### src/rtl/ifetch_pkg.sv
// Shared definitions for the instruction fetch stage: state encoding, PC step,
// instruction field positions and the next-PC select code.
package ifetch_pkg;

  localparam logic [1:0] FETCH = 2'd0;
  localparam logic [1:0] WAIT  = 2'd1;
  localparam logic [1:0] HOLD  = 2'd2;

  localparam logic [31:0] PC_STEP_DEFAULT = 32'd4;

  localparam int OPC_HI = 31;
  localparam int OPC_LO = 26;
  localparam int RS_HI  = 25;
  localparam int RS_LO  = 21;
  localparam int RD_HI  = 20;
  localparam int RD_LO  = 16;
  localparam int RT_HI  = 15;
  localparam int RT_LO  = 11;
  localparam int IMM_HI = 15;
  localparam int IMM_LO = 0;

  typedef enum logic [1:0] {
    PC_HOLD,
    PC_SEQ,
    PC_BRANCH,
    PC_FLUSH
  } pc_sel_e;

  function automatic logic [31:0] align_word(input logic [31:0] addr);
    return {addr[31:2], 2'b00};
  endfunction

endpackage

### src/rtl/ifetch_pc_unit.sv
// Combinational next-PC select for the fetch stage; every result is word aligned
// and all arithmetic wraps modulo 2^32.
module ifetch_pc_unit
  import ifetch_pkg::*;
#(
  parameter logic [31:0] PC_STEP = PC_STEP_DEFAULT
) (
  input  pc_sel_e     pc_sel,
  input  logic [31:0] pc_cur,
  input  logic [31:0] pc_accepted,
  input  logic [31:0] branch_offset,
  input  logic [31:0] flush_addr,
  output logic [31:0] pc_next
);

  logic [31:0] pc_seq;
  logic [31:0] pc_raw;

  assign pc_seq = pc_accepted + PC_STEP;

  // NOTE: pc_raw gets a value on every path (default arm included) so this stays
  // pure combinational logic instead of inferring a latch.
  always_comb begin
    pc_raw = pc_cur;
    case (pc_sel)
      PC_HOLD:   pc_raw = pc_cur;
      PC_SEQ:    pc_raw = pc_seq;
      PC_BRANCH: pc_raw = pc_seq + branch_offset;
      PC_FLUSH:  pc_raw = flush_addr;
      default:   pc_raw = pc_cur;
    endcase
  end

  assign pc_next = align_word(pc_raw);

endmodule

### src/rtl/instr_fetch_stage.sv
// Instruction fetch stage: PC, req/ack memory reads, instruction register with
// field split, valid/ready toward decode, branch and flush redirect.
// Optional build macro IFETCH_STALL_CNT_EN adds the saturating Stall_Cnt output.
module instr_fetch_stage
  import ifetch_pkg::*;
#(
  parameter logic [31:0] PC_RESET = 32'h0000_0000,
  parameter logic [31:0] PC_STEP  = PC_STEP_DEFAULT
) (
  input  logic        Clk,
  input  logic        Reset,
  output logic        IMem_Req,
  output logic [31:0] IMem_Addr,
  input  logic        IMem_Ack,
  input  logic [31:0] IMem_Data,
  output logic        Instr_Valid,
  input  logic        Instr_Ready,
  output logic [31:0] Instr,
  output logic [31:0] PC_Out,
  output logic [5:0]  Opcode,
  output logic [4:0]  Rs,
  output logic [4:0]  Rd,
  output logic [4:0]  Rt,
  output logic [15:0] Imm,
  input  logic        Branch_Taken,
  input  logic [31:0] Branch_Offset,
  input  logic        Flush,
  input  logic [31:0] Flush_Addr
`ifdef IFETCH_STALL_CNT_EN
  ,
  output logic [15:0] Stall_Cnt
`endif
);

  logic [1:0]  state_q, state_d;
  logic [31:0] pc_q, pc_d;
  logic        req_q, req_d;
  logic [31:0] addr_q, addr_d;
  logic [31:0] instr_q, instr_d;
  logic [31:0] pc_out_q, pc_out_d;
  logic        valid_q, valid_d;
  logic        drop_q, drop_d;
  pc_sel_e     pc_sel;

  always_comb begin
    state_d  = state_q;
    req_d    = req_q;
    addr_d   = addr_q;
    instr_d  = instr_q;
    pc_out_d = pc_out_q;
    valid_d  = valid_q;
    drop_d   = drop_q;
    pc_sel   = PC_HOLD;

    case (state_q)
      FETCH: begin
        // A flush here only retargets the PC; the request goes out next cycle.
        if (Flush) begin
          pc_sel = PC_FLUSH;
        end else begin
          req_d   = 1'b1;
          addr_d  = align_word(pc_q);
          state_d = WAIT;
        end
      end

      WAIT: begin
        if (IMem_Ack) begin
          req_d = 1'b0;
          if (Flush) begin
            pc_sel  = PC_FLUSH;
            drop_d  = 1'b0;
            state_d = FETCH;
          end else if (drop_q) begin
            drop_d  = 1'b0;
            state_d = FETCH;
          end else begin
            instr_d  = IMem_Data;
            pc_out_d = addr_q;
            valid_d  = 1'b1;
            state_d  = HOLD;
          end
        end else if (Flush) begin
          // The bus read cannot be cancelled, so mark its data for discard.
          pc_sel = PC_FLUSH;
          drop_d = 1'b1;
        end
      end

      HOLD: begin
        if (Flush) begin
          valid_d = 1'b0;
          pc_sel  = PC_FLUSH;
          state_d = FETCH;
        end else if (valid_q && Instr_Ready) begin
          valid_d = 1'b0;
          pc_sel  = Branch_Taken ? PC_BRANCH : PC_SEQ;
          state_d = FETCH;
        end
      end

      default: begin
        state_d = FETCH;
      end
    endcase
  end

  ifetch_pc_unit #(
    .PC_STEP(PC_STEP)
  ) u_pc_unit (
    .pc_sel       (pc_sel),
    .pc_cur       (pc_q),
    .pc_accepted  (pc_out_q),
    .branch_offset(Branch_Offset),
    .flush_addr   (Flush_Addr),
    .pc_next      (pc_d)
  );

  // NOTE: state is updated with non-blocking assignments only, so every flop
  // samples the pre-edge value of every other flop regardless of statement order.
  always_ff @(posedge Clk) begin
    if (!Reset) begin
      state_q  <= FETCH;
      pc_q     <= align_word(PC_RESET);
      req_q    <= 1'b0;
      addr_q   <= align_word(PC_RESET);
      // NOTE: the instruction register is a plain datapath register but is still
      // reset, because decode sees its fields and they must read 0 out of reset.
      instr_q  <= '0;
      pc_out_q <= '0;
      valid_q  <= 1'b0;
      drop_q   <= 1'b0;
    end else begin
      state_q  <= state_d;
      pc_q     <= pc_d;
      req_q    <= req_d;
      addr_q   <= addr_d;
      instr_q  <= instr_d;
      pc_out_q <= pc_out_d;
      valid_q  <= valid_d;
      drop_q   <= drop_d;
    end
  end

  assign IMem_Req    = req_q;
  assign IMem_Addr   = addr_q;
  assign Instr_Valid = valid_q;
  assign Instr       = instr_q;
  assign PC_Out      = pc_out_q;
  assign Opcode      = instr_q[OPC_HI:OPC_LO];
  assign Rs          = instr_q[RS_HI:RS_LO];
  assign Rd          = instr_q[RD_HI:RD_LO];
  assign Rt          = instr_q[RT_HI:RT_LO];
  assign Imm         = instr_q[IMM_HI:IMM_LO];

`ifdef IFETCH_STALL_CNT_EN
  logic [15:0] stall_cnt_q, stall_cnt_d;
  logic        stall_cycle;

  always_comb begin
    stall_cycle = ((state_q == WAIT) && !IMem_Ack) ||
                  ((state_q == HOLD) && !Instr_Ready);
    stall_cnt_d = stall_cnt_q;
    if (stall_cycle && (stall_cnt_q != 16'hFFFF)) begin
      stall_cnt_d = stall_cnt_q + 16'd1;
    end
  end

  always_ff @(posedge Clk) begin
    if (!Reset) begin
      stall_cnt_q <= '0;
    end else begin
      stall_cnt_q <= stall_cnt_d;
    end
  end

  assign Stall_Cnt = stall_cnt_q;
`endif

endmodule

### config.mk
export PLATFORM = sky130hd
export DESIGN_NAME = instr_fetch_stage
export DESIGN_NICKNAME = d
export VERILOG_FILES = /design/src/rtl/ifetch_pkg.sv /design/src/rtl/ifetch_pc_unit.sv /design/src/rtl/instr_fetch_stage.sv
export SDC_FILE = /design/constraint.sdc
export NUM_CORES = 1
export LEC_CHECK = 0
export ABC_CLOCK_PERIOD_IN_PS = 7600
export CORE_ASPECT_RATIO = 0.5
export CORE_MARGIN = 2
export CORE_UTILIZATION = 30
export DETAILED_ROUTE_END_ITERATION = 7
export PLACE_DENSITY = 0.65
export SLEW_MARGIN = 20
export SYNTH_ARGS = -nofsm -noshare
export SYNTH_HDL_FRONTEND = slang
export SYNTH_SLANG_ARGS = --single-unit
### constraint.sdc
create_clock -name Clk -period 7.6 [get_ports Clk]
set_clock_uncertainty 0.15 [all_clocks]
set_input_delay 2.28 -clock Clk [delete_from_list [all_inputs] [get_ports Clk]]
set_output_delay 2.28 -clock Clk [all_outputs]
set_load 0.01 [all_outputs]
==> results of run 1 <==
## cell type report
| type | instances | area (um2) | area share |
|---|---|---|---|
| clock buffers | 19 | 453 | 0.0431 |
| clock inverters | 13 | 161 | 0.0154 |
| multi-input cells | 751 | 4530 | 0.432 |
| inverters | 15 | 57.6 | 0.00548 |
| repair buffers | 234 | 2320 | 0.221 |
| flip-flops and latches | 127 | 2540 | 0.242 |
| well taps | 344 | 430 | 0.0410 |
## registers in the layout, summed over array words and instances (netlist names)
register     flops
drop_q           1
IMem_Addr       30
Instr_Valid      1
state_q          2
Instr           32
PC_Out          30
IMem_Req         1
pc_q            30
## routing by layer
layer,vias up,track usage,wire length [um],part of all wire
li1,3781,-,-,-
met1,3644,0.219,11100,0.43
met2,233,0.331,12900,0.50
met3,48,0.0269,1150,0.044
met4,0,0.0783,802,0.031
met5,-,0,0,0
## synth_stat cells, types with 6 or more instances
master	instances	area [um2]
sky130_fd_sc_hd__ha_1	34	425
sky130_fd_sc_hd__nand4_1	20	125
sky130_fd_sc_hd__clkbuf_1	52	195
sky130_fd_sc_hd__a21o_1	14	105
sky130_fd_sc_hd__a31oi_1	8	50.1
sky130_fd_sc_hd__buf_4	41	308
sky130_fd_sc_hd__xnor2_1	30	263
sky130_fd_sc_hd__and3_1	11	68.8
sky130_fd_sc_hd__nand3_1	18	90.1
sky130_fd_sc_hd__nor3_1	15	75.1
sky130_fd_sc_hd__a21oi_1	108	541
sky130_fd_sc_hd__o21bai_1	8	60.1
sky130_fd_sc_hd__inv_1	15	56.3
sky130_fd_sc_hd__or3_1	7	43.8
sky130_fd_sc_hd__dfxtp_1	127	2540
sky130_fd_sc_hd__a221oi_1	21	184
sky130_fd_sc_hd__a211oi_1	9	67.6
sky130_fd_sc_hd__o21ai_0	48	240
sky130_fd_sc_hd__o211ai_1	10	75.1
sky130_fd_sc_hd__buf_2	9	45.0
sky130_fd_sc_hd__xor2_1	13	114
sky130_fd_sc_hd__nor2_1	31	116
sky130_fd_sc_hd__o21a_1	6	45.0
sky130_fd_sc_hd__nand2_1	225	845
sky130_fd_sc_hd__a21boi_0	34	255
## placed cells by master (no fill, tap or decap), drive strengths merged, types with 4 or more instances in the layout
master / n
a211o: 4
a211oi: 11
a21boi: 35
a21o: 14
a21oi: 109
a221oi: 21
a31oi: 8
and2: 5
and3: 11
and4: 4
buf: 7
clkbuf: 19
clkdlybuf4s50: 227
clkinv: 5
clkinvlp: 4
conb: 4
dfxtp: 127
ha: 34
inv: 16
nand2: 226
nand2b: 5
nand3: 19
nand4: 20
nor2: 32
nor2b: 4
nor3: 17
o211ai: 12
o21a: 6
o21ai: 50
o21bai: 8
or3: 8
xnor2: 31
xor2: 13
## critical path: cells and delay by family
family	cells	cell delay [ps]
AOI/OAI and AO/OA	5	1390
adders and majority gates	2	580
buffers and inverters	2	560
and+or+nand+nor	2	460
## kinds of logic after synthesis
| group | after synthesis | share of synthesized area |
|---|---|---|
| simple gates | 362 | 0.213 |
| compound gates | 302 | 0.259 |
| flops | 127 | 0.332 |
| buf+inv | 119 | 0.0799 |
| xor+xnor | 44 | 0.0513 |
| fa+ha+maj | 35 | 0.0582 |
| mux | 4 | 0.00539 |
| other cells | 1 | 0.000490 |
## power groups by stage
| stage | Combinational [mW] | Sequential, mW | Clock, mW |
|---|---|---|---|
| 2_1_floorplan | 0.117 | 0.721 | 0 |
| 3_3_place_gp | 0.228 | 0.722 | 0 |
| 5_1_grt | 0.251 | 0.711 | 0.891 |
| 6_report | 0.232 | 0.708 | 0.849 |
| 4_1_cts | 0.231 | 0.709 | 0.862 |
| 3_5_place_dp | 0.230 | 0.723 | 0 |
## path summary, 6_finish.rpt
check,endpoint,slack [ps]
worst max-delay path,pc_q[28]$_SDFFE_PN0P_,2510
worst min-delay path,IMem_Addr[2]$_SDFFE_PN0P_,310
worst max register to register,pc_q[31]$_SDFFE_PN0P_,2510
worst min register to register,IMem_Addr[2]$_SDFFE_PN0P_,310
==> results.rst, run 1 <==
.. list-table::
   :header-rows: 1

   * - Metric
     - Value
   * - Unique cell type count in the Yosys netlist
     - 71
   * - Detailed router's first-iteration violation count
     - 368
   * - Setup repair after global routing missed its margin
     - no
   * - Number of setup buffers added after CTS
     - 0
   * - Startpoint Class
     - primary input
   * - Num CTS Buffers
     - 17
   * - Syn-to-layout area delta
     - 37.2%
   * - Via count normalized by instance count
     - 5.13
   * - Delay of the slowest critical-path stage
     - 560 ps
   * - Fill cell total of the finished layout
     - 2506
   * - Cells on worst reg2reg path
     - 14
   * - WHS Path Cells
     - 2
   * - Portion of total power attributed to the clock network
     - 0.474
   * - Worst slew margin relative to its limit
     - 0.328
   * - Post-placement setup slack
     - 2180 ps
   * - Weighted congestion reported at the end of routability-driven placement
     - 0.869
   * - Switching part of the total power
     - 0.252
   * - Slack of the critical path
     - 2510 ps
   * - First-pass DRT Iterations
     - 4
   * - Total power
     - 1.79 mW
   * - Number of synthesized register bits
     - 127
   * - Slew Limit Fails
     - 0
   * - Outcome
     - complete, no violations
   * - RR Startpoint
     - PC_Out[2]$_SDFFE_PN0P_
   * - Wire length of the first global-routing pass
     - 38800 um
   * - Launch instance of the worst min-delay path
     - pc_q[2]$_SDFFE_PN0P_
   * - Via count of the first global-routing pass
     - 7290
   * - Count of yosys warnings during synthesis
     - 0
   * - Core Footprint
     - 25100 um2
   * - Total standard cell area after synthesis
     - 7650 um2
   * - Final worst-path cycle share
     - 0.670
   * - H-tree depth reported by CTS
     - 4
   * - CTS hold repair buffers
     - 0
   * - Power density relative to cell area
     - 170 nW/um2
   * - Clk buf depth
     - 2
   * - Effective utilization at floorplan
     - 0.304
   * - Worst-margin pin slew
     - 1010 ps
   * - GRT overflow
     - 0
   * - Number of instances in the synthesized netlist
     - 994
   * - Clock latency reported for the late side of the worst-skew pair
     - 410 ps
   * - Chip Height
     - 117 um
   * - Maximum number of pins on one net before global-route repair
     - 67
   * - Remaining design rule violation count
     - 0
   * - Final setup violating endpoints
     - 0
   * - Synthesized area per cell
     - 7.70 um2
   * - Final total negative setup slack
     - 0 ps
   * - Wire per inst
     - 17.3 um
   * - Most frequently used flop master after synthesis
     - sky130_fd_sc_hd__dfxtp_1
   * - Number of nets with antenna violations after routing
     - 0
   * - Tightest Hold Check Type
     - reg -> reg
   * - Clk Tree Root Cell
     - sky130_fd_sc_hd__clkbuf_16
   * - Final instance area
     - 10500 um2
   * - Final HPWL DP
     - 20000 um
   * - GRT Total Usage
     - 0.182
   * - Switch Pwr
     - 0.451 mW
   * - P_int
     - 1.34 mW
   * - Maximum operating frequency
     - 196 MHz
   * - Cells after DPL
     - 1471
   * - Cell row count
     - 41
   * - Initial antenna violation count
     - 0
   * - Arrival time at the worst endpoint
     - 5270 ps
   * - Placement-stage cell area
     - 9880 um2
   * - Via Count
     - 7706
   * - Number of max-cap violations
     - 0
   * - Reg power frac
     - 0.396
   * - Leakage power
     - 3.71 nW
   * - Worst ir drop on vdd
     - 0.155 mV
   * - Fraction of final layout cells with drive strength greater than 1
     - 0.0561
   * - Worst setup path startpoint
     - Branch_Offset[2]
   * - Required @ worst endpoint
     - 7780 ps
   * - Maximum fanout encountered on the critical timing path
     - 4
   * - Count of flip-flops with a built-in enable after synthesis
     - 0
   * - Combinational fraction of design power
     - 0.129
   * - Final net count
     - 1283
   * - Final core utilization
     - 0.418
   * - Antenna diode count
     - 0
   * - Clock tree from TritonCTS
     - done
   * - Number of buffers inserted by port buffering
     - 228
   * - Post-CTS clock slew at the launch and capture registers of the worst setup and hold paths
     - 60 ps
   * - Die outline width
     - 230 um
   * - Clock period minus worst slack
     - 5090 ps
   * - Worst-case hold slack
     - 308 ps
   * - Total Routed Length
     - 26000 um
   * - Number of placed I/O pins
     - 237
   * - Count of endpoints failing hold in the final timing report
     - 0
   * - Kind of capture point of the worst setup path
     - flop
   * - Cell breakdown of the critical path
     - clkdlybuf4s50_1 > ha_1 > inv_1 > fa_1 > and2b_1 > o211ai_2 > a31oi_1 > a211oi_2 > nor4b_1 > o31a_1 > a211oi_1
   * - Post-cts resize count
     - 0
   * - Sequential share of the synthesized area
     - 0.332
   * - Slowest library cell on the worst path
     - sky130_fd_sc_hd__a31oi_1
   * - Final Instance Count excl. Fillers
     - 1503
   * - Worst setup path category
     - in -> reg
   * - Post-synth ARST share
     - 0
   * - Die area
     - 26900 um2
   * - Clock Sink Count
     - 127
Power figures use the tool's default switching activity.
==> inputs of run 2 (changes only) <==
--- a/config.mk
+++ b/config.mk
@@ -5,12 +5,12 @@
 export SDC_FILE = /design/constraint.sdc
 export NUM_CORES = 1
 export LEC_CHECK = 0
-export ABC_CLOCK_PERIOD_IN_PS = 7600
+export ABC_CLOCK_PERIOD_IN_PS = 4100
 export CORE_ASPECT_RATIO = 0.5
 export CORE_MARGIN = 2
 export CORE_UTILIZATION = 30
 export DETAILED_ROUTE_END_ITERATION = 7
-export PLACE_DENSITY = 0.65
+export PLACE_DENSITY = 0.67
 export SLEW_MARGIN = 20
 export SYNTH_ARGS = -nofsm -noshare
 export SYNTH_HDL_FRONTEND = slang
==> constraint.sdc (replaced) <==
create_clock -name Clk -period 4.1 [get_ports Clk]
set_clock_uncertainty 0.15 [all_clocks]
set_input_delay 1.23 -clock Clk [delete_from_list [all_inputs] [get_ports Clk]]
set_output_delay 1.23 -clock Clk [all_outputs]
set_load 0.01 [all_outputs]
==> results.rst, run 2 (synthesis results as in run 1) <==
.. list-table::
   :header-rows: 1

   * - Metric
     - Value
   * - Number of buffers inserted by port buffering
     - 228 (unchanged)
   * - Clk Tree Root Cell
     - sky130_fd_sc_hd__clkbuf_16
   * - Fill cell total of the finished layout
     - 2462 (-1.8%)
   * - Weighted congestion reported at the end of routability-driven placement
     - 0.918 (+5.6%)
   * - Clock period minus worst slack
     - 3880 ps
   * - Required @ worst endpoint
     - 4260 ps (-3520 ps)
   * - Via count normalized by instance count
     - 5.06 (-1.2%)
   * - Initial antenna violation count
     - 0 (unchanged)
   * - Worst ir drop on vdd
     - 0.298 mV (+92%)
   * - Clock Sink Count
     - 127 (unchanged)
   * - Total power
     - 3.27 mW (+83%)
   * - Worst slew margin relative to its limit
     - 0.287 (-0.0407)
   * - Slew Limit Fails
     - 0 (unchanged)
   * - Outcome
     - complete, no violations
   * - Final Instance Count excl. Fillers
     - 1565 (+4.1%)
   * - Arrival time at the worst endpoint
     - 4040 ps (-1230 ps)
   * - Core Footprint
     - 25100 um2 (unchanged)
   * - Antenna diode count
     - 0 (unchanged)
   * - H-tree depth reported by CTS
     - 4 (unchanged)
   * - Number of nets with antenna violations after routing
     - 0 (unchanged)
   * - Clk buf depth
     - 2 (unchanged)
   * - Final HPWL DP
     - 21100 um (+5.3%)
   * - Number of setup buffers added after CTS
     - 0 (unchanged)
   * - Wire per inst
     - 17.1 um (-1.1%)
   * - Syn-to-layout area delta
     - 43.3%
   * - Wire length of the first global-routing pass
     - 40800 um (+5.2%)
   * - Total Routed Length
     - 26700 um (+3.0%)
   * - Post-CTS clock slew at the launch and capture registers of the worst setup and hold paths
     - 60 ps (about the same)
   * - Final net count
     - 1345 (+4.8%)
   * - Die outline width
     - 230 um (unchanged)
   * - Leading cell types in the layout, fill and taps excluded
     - sky130_fd_sc_hd__clkdlybuf4s50_1, sky130_fd_sc_hd__nand2_1, sky130_fd_sc_hd__dfxtp_1, sky130_fd_sc_hd__a21oi_1, sky130_fd_sc_hd__buf_4
   * - Clock tree from TritonCTS
     - done
   * - Post-cts resize count
     - 0 (unchanged)
   * - Startpoint Class
     - flop
   * - Maximum operating frequency
     - 258 MHz
   * - Tightest Hold Check Type
     - reg -> reg
   * - Via count of the first global-routing pass
     - 7584 (+4.0%)
   * - Cells after DPL
     - 1533 (+4.2%)
   * - Clock latency reported for the late side of the worst-skew pair
     - 410 ps (about the same)
   * - Worst setup path category
     - reg -> reg
   * - Maximum fanout encountered on the critical timing path
     - 2 (-2)
   * - Count of endpoints failing hold in the final timing report
     - 0 (unchanged)
   * - Number of max-cap violations
     - 0 (unchanged)
   * - Leading cell type in the layout, fill and taps excluded
     - sky130_fd_sc_hd__clkdlybuf4s50_1
   * - Setup repair after global routing missed its margin
     - no
   * - Number of placed I/O pins
     - 237 (unchanged)
   * - Remaining design rule violation count
     - 0 (unchanged)
   * - First-pass DRT Iterations
     - 5 (+1)
   * - Max FFs per register
     - 32 (unchanged)
   * - GRT Total Usage
     - 0.192 (+0.00979)
   * - Maximum number of pins on one net before global-route repair
     - 50 (-25%)
   * - Final worst-path cycle share
     - 0.947
   * - Die area
     - 26900 um2 (unchanged)
   * - Flop-to-flop setup slack
     - 220 ps (-2290 ps)
   * - Leakage power
     - 4.03 nW (+8.6%)
   * - Final setup violating endpoints
     - 0 (unchanged)
   * - Cell row count
     - 41 (unchanged)
   * - GRT overflow
     - 0 (unchanged)
   * - Kind of capture point of the worst setup path
     - flop
   * - Power density relative to cell area
     - 298 nW/um2 (+75%)
   * - Detailed router's first-iteration violation count
     - 645 (+75%)
   * - Via Count
     - 7926 (+2.9%)
   * - Fraction of final layout cells with drive strength greater than 1
     - 0.0983 (+0.0422)
   * - Effective utilization at floorplan
     - 0.304 (unchanged)
   * - Num CTS Buffers
     - 17 (unchanged)
   * - CTS hold repair buffers
     - 0 (unchanged)
   * - Chip Height
     - 117 um (unchanged)
   * - Worst-margin pin slew
     - 1070 ps (+61.0 ps)
run 2: changes by cell type in the layout (fill, tap and decap cells not counted), sizes merged:
| cell | delta |
|---|---|
| clkbuf | +8 |
| clkinvlp | -3 |
| bufinv | -1 |
| clkinv | -3 |
| buf | +62 |
| inv | -1 |
run 2: path summary, 6_finish.rpt:
check,from,to,cells after the start
worst max register to register,PC_Out[3]$_SDFFE_PN0P_,pc_q[31]$_SDFFE_PN0P_,15
worst min-delay path,pc_q[8]$_SDFFE_PN0P_,IMem_Addr[8]$_SDFFE_PN0P_,2
worst min register to register,pc_q[8]$_SDFFE_PN0P_,IMem_Addr[8]$_SDFFE_PN0P_,2
worst max-delay path,PC_Out[3]$_SDFFE_PN0P_,pc_q[31]$_SDFFE_PN0P_,15
run 2: metal layers:
layer / track usage / wire length (um) / share of wire / vias up
li1: - / - / - / 3908
met4: 0.0585 / 527 / 0.020 / 0
met2: 0.354 / 13500 / 0.51 / 226
met3: 0.0288 / 1190 / 0.045 / 38
met1: 0.235 / 11500 / 0.43 / 3754
met5: 0 / 0 / 0 / -
run 2: final cells by class:
cell class	instances	area, um2	share of cell area
multi-input combinational	751	4530	0.413
sequential	127	2540	0.232
clock buffer	27	503	0.0459
timing repair buffer	296	2830	0.258
tap	344	430	0.0392
inverter	15	56.3	0.00513
clock inverter	5	77.6	0.00707
run 2: where the power goes:
part / internal, mW / leakage (nW) / switching, mW
Clock: 0.958 / 0.282 / 0.539
Combinational: 0.234 / 2.71 / 0.223
Sequential: 1.28 / 1.03 / 0.0348
Total: 2.47 / 4.03 / 0.797
run 2: worst max-delay path, stage by stage, from the launching register on:
cell and delay (ps):
sky130_fd_sc_hd__dfxtp_1 350, sky130_fd_sc_hd__ha_1 210, sky130_fd_sc_hd__nand3_1 140, sky130_fd_sc_hd__nor3_2 290, sky130_fd_sc_hd__and3_1 220, sky130_fd_sc_hd__nand2_1 70
sky130_fd_sc_hd__xnor2_1 360, sky130_fd_sc_hd__ha_1 330, sky130_fd_sc_hd__a21oi_1 170, sky130_fd_sc_hd__o21ai_0 190, sky130_fd_sc_hd__a221oi_2 360, sky130_fd_sc_hd__a31oi_1 160
sky130_fd_sc_hd__a311oi_1 370, sky130_fd_sc_hd__buf_4 190, sky130_fd_sc_hd__xnor2_1 70, sky130_fd_sc_hd__o21a_1 160
run 2: stage by stage:
step	setup TNS (ps)	worst slack [ps]	utilization	hold WS (ps)	area, um2
after global routing	0	29.3	0.436	326	11000
after detailed placement	-330	-152	0.413	296	10400
after CTS	0	159	0.436	306	11000
final	0	217	0.436	304	11000
after global placement	-278	-147	0.413	289	10400
after floorplan	0	305	-	279	7660
